File: src/rtl/gteq_pipe_pkg.sv
// Shared types and elaboration helpers for the pipelined gteq comparator.
// Each pipeline stage carries a cmp_stage_t alongside the operand bits still to be compared.
package gteq_pkg;

   typedef struct packed {
      logic valid;
      logic decided;
      logic gt;
      logic isSigned;
   } cmp_stage_t;

   function automatic int calcStages(input int width, input int chunk);
      return width / chunk;
   endfunction

   function automatic bit cfgOk(input int width, input int chunk);
      return (chunk > 0) && (width >= chunk) && ((width % chunk) == 0);
   endfunction

endpackage

File: src/rtl/gteq_pipe_chunk_stage.sv
// One CHUNK-wide compare register stage of the gteq pipeline.
// A stage latches its verdict only for real beats; a bubble clears the valid bit and nothing else.
module gteq_chunk_stage
   import gteq_pkg::*;
#(
   parameter int CHUNK = 4
) (
   input  logic             clk,
   input  logic             rst_n,
   input  logic             en_i,
   input  cmp_stage_t       prev_i,
   input  logic [CHUNK-1:0] aChunk_i,
   input  logic [CHUNK-1:0] bChunk_i,
   output cmp_stage_t       stage_o
);

   cmp_stage_t stage_q, stage_d;

   // The first differing chunk (from the MSB side) settles the outcome for good.
   always_comb begin
      stage_d = prev_i;
      if (!prev_i.decided && (aChunk_i != bChunk_i)) begin
         stage_d.decided = 1'b1;
         stage_d.gt      = (aChunk_i > bChunk_i);
      end
   end

   always_ff @(posedge clk or negedge rst_n) begin
      if (!rst_n) begin
         stage_q <= '0;
      end else if (en_i) begin
         if (stage_d.valid) begin
            stage_q <= stage_d;
         end else begin
            stage_q.valid <= 1'b0;
         end
      end
   end

   assign stage_o = stage_q;

endmodule

File: src/rtl/gteq_pipe.sv
// Pipelined magnitude comparator (a >= b, a > b, a == b) with a valid/ready handshake.
// Optional feature: define GTEQ_PIPE_STATS_EN to add the cmp_count/gteq_count outputs.
module gteq_pipe
   import gteq_pkg::*;
#(
   parameter int WIDTH = 16,
   parameter int CHUNK = 4
) (
   input  logic             clk,
   input  logic             rst_n,
   input  logic             in_valid,
   output logic             in_ready,
   input  logic [WIDTH-1:0] a,
   input  logic [WIDTH-1:0] b,
   input  logic             is_signed,
   output logic             out_valid,
   input  logic             out_ready,
   output logic             agteqb,
   output logic             agtb,
`ifdef GTEQ_PIPE_STATS_EN
   output logic             aeqb,
   output logic [31:0]      cmp_count,
   output logic [31:0]      gteq_count
`else
   output logic             aeqb
`endif
);

   localparam int STAGES = calcStages(WIDTH, CHUNK);
   localparam int OPS    = (STAGES > 1) ? STAGES - 1 : 1;

   if (!cfgOk(WIDTH, CHUNK)) begin : g_bad_cfg
      $error("gteq_pipe: WIDTH must be a non-zero multiple of CHUNK");
   end

   logic             adv;
   cmp_stage_t       capStage;
   logic [WIDTH-1:0] capA, capB;
   cmp_stage_t       stgQ  [STAGES];
   logic [WIDTH-1:0] opA_q [OPS];
   logic [WIDTH-1:0] opB_q [OPS];
   logic             outValid_q, agtb_q, aeqb_q;

   // One global stall: everything moves together whenever the output slot can drain.
   assign adv      = !outValid_q || out_ready;
   assign in_ready = adv;

   // Flipping both sign bits maps two's-complement order onto unsigned order.
   always_comb begin
      capA = a;
      capB = b;
      if (is_signed) begin
         capA[WIDTH-1] = ~a[WIDTH-1];
         capB[WIDTH-1] = ~b[WIDTH-1];
      end
      capStage          = '0;
      capStage.valid    = in_valid;
      capStage.isSigned = is_signed;
   end

   always_ff @(posedge clk or negedge rst_n) begin
      if (!rst_n) begin
         for (int k = 0; k < OPS; k++) begin
            opA_q[k] <= '0;
            opB_q[k] <= '0;
         end
      end else if (adv) begin
         if (in_valid) begin
            opA_q[0] <= capA;
            opB_q[0] <= capB;
         end
         for (int k = 1; k < OPS; k++) begin
            if (stgQ[k-1].valid) begin
               opA_q[k] <= opA_q[k-1];
               opB_q[k] <= opB_q[k-1];
            end
         end
      end
   end

   for (genvar k = 0; k < STAGES; k++) begin : g_stage
      cmp_stage_t       prev;
      logic [CHUNK-1:0] aChunk, bChunk;

      if (k == 0) begin : g_head
         assign prev   = capStage;
         assign aChunk = capA[WIDTH-1 -: CHUNK];
         assign bChunk = capB[WIDTH-1 -: CHUNK];
      end else begin : g_body
         assign prev   = stgQ[k-1];
         assign aChunk = opA_q[k-1][WIDTH-1-k*CHUNK -: CHUNK];
         assign bChunk = opB_q[k-1][WIDTH-1-k*CHUNK -: CHUNK];
      end

      gteq_chunk_stage #(.CHUNK(CHUNK)) u_stage (
         .clk      (clk),
         .rst_n    (rst_n),
         .en_i     (adv),
         .prev_i   (prev),
         .aChunk_i (aChunk),
         .bChunk_i (bChunk),
         .stage_o  (stgQ[k])
      );
   end

   // Flags only reload for real beats, so they persist after the consumer takes them.
   always_ff @(posedge clk or negedge rst_n) begin
      if (!rst_n) begin
         outValid_q <= 1'b0;
         agtb_q     <= 1'b0;
         aeqb_q     <= 1'b0;
      end else if (adv) begin
         outValid_q <= stgQ[STAGES-1].valid;
         if (stgQ[STAGES-1].valid) begin
            agtb_q <= stgQ[STAGES-1].decided & stgQ[STAGES-1].gt;
            aeqb_q <= !stgQ[STAGES-1].decided;
         end
      end
   end

   assign out_valid = outValid_q;
   assign agtb      = agtb_q;
   assign aeqb      = aeqb_q;
   assign agteqb    = agtb_q | aeqb_q;

`ifdef GTEQ_PIPE_STATS_EN
   logic [31:0] cmpCount_q, gteqCount_q;

   always_ff @(posedge clk or negedge rst_n) begin
      if (!rst_n) begin
         cmpCount_q  <= '0;
         gteqCount_q <= '0;
      end else if (outValid_q && out_ready) begin
         cmpCount_q <= cmpCount_q + 32'd1;
         if (agtb_q || aeqb_q) begin
            gteqCount_q <= gteqCount_q + 32'd1;
         end
      end
   end

   assign cmp_count  = cmpCount_q;
   assign gteq_count = gteqCount_q;
`endif

endmodule

File: config.mk
export PLATFORM = sky130hd
export DESIGN_NAME = gteq_pipe
export DESIGN_NICKNAME = d
export VERILOG_FILES = /design/src/rtl/gteq_pipe_pkg.sv /design/src/rtl/gteq_pipe_chunk_stage.sv /design/src/rtl/gteq_pipe.sv
export SDC_FILE = /design/constraint.sdc
export NUM_CORES = 1
export LEC_CHECK = 0
export CAP_MARGIN = 15
export CORE_UTILIZATION = 50
export CTS_CLUSTER_SIZE = 12
export DETAILED_ROUTE_END_ITERATION = 8
export GPL_TIMING_DRIVEN = 0
export PLACE_DENSITY_LB_ADDON = 0.2
export SYNTH_ARGS = -nofsm -noshare
export SYNTH_HDL_FRONTEND = slang
export SYNTH_HIERARCHICAL = 1
export SYNTH_SLANG_ARGS = --single-unit
File: constraint.sdc
create_clock -name clk -period 2.1 [get_ports clk]
set_input_delay 0.315 -clock clk [delete_from_list [all_inputs] [get_ports clk]]
set_output_delay 0.315 -clock clk [all_outputs]
set_load 0.01 [all_outputs]
# Word level (Yosys, flattened, before mapping)
# Cells that the tools add are included.
[totals] reg_bits=63 input_bits=37 output_inout_bits=5 elab_cells=57
[op_classes] order_cmp=4 n_eq_ne=4 muxes=10 bitwise=4 n_reduce_logical=14
[op_table] cell="> comparator 4 bit" count=4
[op_table] cell="inequality test 4 bit" count=4
[op_table] cell="AND reduction 2 bit" count=5
[op_table] cell="two-way mux 2 bit" count=4
[op_table] cell="two-way mux 1 bit" count=6
[op_table] cell="logical NOT 1 bit" count=5
[op_table] cell="logical AND 1 bit" count=3
[op_table] cell="inverter 1 bit" count=2
[op_table] cell="AND 1 bit" count=1
[op_table] cell="logical OR 1 bit" count=1
[op_table] cell="OR 1 bit" count=1

# Logic depth before layout (Yosys ltp)
[depth] word_depth=4 mapped_depth=7 depth_no_buf=7

# Hierarchy
# The synthesis kept the hierarchy.
[by_module_without_submodules] module="gteq_pipe" instances=1 cells_each=118 area_each_um2=2137.0 seq_area_each_um2=1276.2
[by_module_without_submodules] module="gteq_chunk_stage" instances=4 cells_each=28 area_each_um2=257.7 seq_area_each_um2=100.1

# Least setup slack after synthesis
# OpenSTA, ideal clock, no wires.
[synth_timing] path_kind="register -> register" startpoint="register outValid_q (netlist: out_valid)" endpoint="register opA_q, in the netlist g_stage[2].aChunk[0]" setup_time_ps=125 arrival_time_ps=1189 t_required_ps=1975 setup_slack_ps=785 stages_incl_launch_ff=6 n_path_buf=2 period_less_slack_ps=1315 path_cell_list="dfrtp_1 > nand2b_4 > buf_12 > nand2_8 > buf_12 > mux2_4"
[synth_between] elab_chain_len=3
[synth_rtl] item="from (decl)" line="gteq_pipe.sv:42" source="logic outValid_q, agtb_q, aeqb_q;"
[synth_rtl] item="from (signal assigned)" line="gteq_pipe.sv:113" source="outValid_q <= stgQ[STAGES-1].valid;"
[synth_rtl] item="logical NOT 1 bit" line="gteq_pipe.sv:45" source="assign adv = !outValid_q || out_ready;"
[synth_rtl] item="logical OR 1 bit" line="gteq_pipe.sv:45"
[synth_rtl] item="net in_ready" line="gteq_pipe.sv:12" source="output logic in_ready,"
[synth_rtl] item="AND reduction 2 bit (no source line)"
[synth_rtl] item="to (signal, indexed assignment)" line="gteq_pipe.sv:74" source="opA_q[k] <= opA_q[k-1];"
[synth_rtl] item="to (decl)" line="gteq_pipe.sv:40" source="logic [WIDTH-1:0] opA_q [OPS];"
# The timed path passes the listed nets, and every way through them passes these cells.
# A chain may end at the register's enable or synchronous reset.

# Worst setup path in the final report
[layout_timing] startpoint="input out_ready" endpoint="output in_ready"
[layout_between] elab_chain_len=1
[layout_rtl] item="from (decl)" line="gteq_pipe.sv:17" source="input logic out_ready,"
[layout_rtl] item="logical OR 1 bit" line="gteq_pipe.sv:45"
[layout_rtl] item="to (decl)" line="gteq_pipe.sv:12"
# Every way passes these cells.

==> flow_summary.toml <==
[run_status]
outcome = "finished, final reports clean"

[pwr]
ir_drop_uv = 789.7
p_leak_nw = 1.779
cellPowerDensity_nw_per_um2 = 1287
power_mw = 4.855

[worst_setup_path]
cp.arrival_ns = 1.62
crit_top_cell = "clkdlybuf4s50_1"
slowest_stage = "clkdlybuf4s50_1"
max_stage_delay_ns = 0.55
required_ns = 1.78
critical_path_class = "input port to output pin"
critPathLaunchType = "input port"
crit_chain = "clkdlybuf4s50_1, nand2b_4, buf_12, clkdlybuf4s50_1"
cp-end-kind = "output pin"
crit_fanout = 22

[global_routing]
grt_pass1_wl_um = 8162
grt_antenna_before_repair = 0
grt_pass1_vias = 1810
grt_overflow = 0
grt_max_degree = 64
grt_usage_pct = 17.30

[placed_design]
dp_hpwl_um = 3178
placed_cell_area_um2 = 3528
place.gp.congestion = 0.7077
dp.cells = 337
placement.setup.worst_slack_ns = 0.1713
numPortBuffers = 41

[final_layout]
area_growth_pct = 24.83
final_common_cell = "dfrtp_1"
nFillCells = 419
stdcell_area_um2 = 3774
nNetsFinal = 329
fin_cells = 352
mostFrequentLayoutCells = "dfrtp_1, clkdlybuf4s50_1, mux2_4"
diodes = 0
seqCellArea_um2 = 1577
multi_input_area_um2 = 1291
layout-drive-gt1-share_pct = 25.36

[cts]
clk_latency_ns = 0.32
cts_resized = 0
h-tree-depth = 3
cts_setup_buffers = 0
hold_buffers = 0
cts_buffer_depth = 2
clock-root-buffer = "clkbuf_8"
cts.sinks = 63
clkTransAtPathRegs_ns = 0.06
cts_tree = "yes"
cts_buffers = 9

[yosys]
synth_cells = 222
synth.cell_area_um2 = 3023
postSynthAreaPerCell_um2 = 13.62
synth_warnings = 6

[drt]
drt-wirelength-per-cell_um = 13.16
dr.pass1.iters = 4
antenna_left = 0
drt_iter0_markers = 85
vias_per_cell = 5.071
totalWireLength_um = 4632
drc = 0
vias = 1785

[floorplan]
die_area_um2 = 6361
die_h_um = 79.76
core_um2 = 5675
die_width_um = 79.76
num_rows = 27
io_pins = 42
start_util_pct = 53.26

[sta]
timing.final.setup_violations = 0
holdWs_ns = 0.06585
hold_viol_final = 0
fin_ws_ns = 0.1677
period_share_pct = 92.01
slew_headroom_pct = 48.78
rsz0062_at_grt = "no"
worst_slew_pin_slew_ns = 0.7683
period_minus_slack_ns = 1.932
clock_skew_ns = 0.008129
fmax_mhz = 517.5
slew_viol_final = 0

[flow_run]
cap_violations = 0

[hold_path]
min_path_type = "input port to asynchronous set/reset pin"
==> cell type report <==
type | count | share of cell area, %
clock buffer | 12 | 4.111
inverter | 22 | 2.188
tap | 72 | 2.387
clock inverter | 3 | 2.387
timing repair buffer | 41 | 10.81
sequential | 63 | 41.78
multi-input combinational | 135 | 34.22
buffer | 4 | 2.122
==> state kept, by name, indices dropped and copies added, names as in the netlist <==
signal and cells:
agtb 1, out_valid 1, g_stage.aChunk 12, aeqb 1
g_stage.bChunk 12, g_stage.u_stage/stage_o 12, opB_q 12, opA_q 12
==> per-stage QoR <==
| stage | TNS (ns) | utilization (%) |
|---|---|---|
| after floorplan | 0 | - |
| after global placement | -84.01 | 62.21 |
| after detailed placement | 0 | 62.17 |
| after CTS | 0 | 66.49 |
| after global routing | 0 | 66.49 |
| final | 0 | 66.49 |
==> final timing paths <==
path,cells past startpoint,end,startpoint,slack (ns)
min in group clk,1,aeqb,g_stage[3].u_stage/stage_o[2],0.49
worst max register to register,5,g_stage[1].bChunk[2],out_valid,0.74
max in group asynchronous,1,opB_q[39],rst_n,1.53
worst max-delay path,4,in_ready,out_ready,0.17
worst min-delay path,1,aeqb,rst_n,0.07
worst min register to register,1,aeqb,g_stage[3].u_stage/stage_o[2],0.49
==> layer usage <==
layer	track usage [%]	vias to the layer above	routed length, µm
li1	-	878	-
met1	21.61	860	2107
met2	27.78	39	2269
met3	3.543	8	151
met4	10.18	0	104
met5	0	-	0
==> power breakdown <==
part / switching (mW) / internal, mW / total (mW)
combinational: 0.646 / 0.982 / 1.63
sequential: 0.276 / 1.67 / 1.95
clock: 0.430 / 0.848 / 1.28
total: 1.35 / 3.50 / 4.85
==> critical path: cells and delay by family <==
kind / cells / cell delay, ns
buf+inv: 3 / 1.17
simple gates: 1 / 0.13
(Power assumes the default switching activity.)
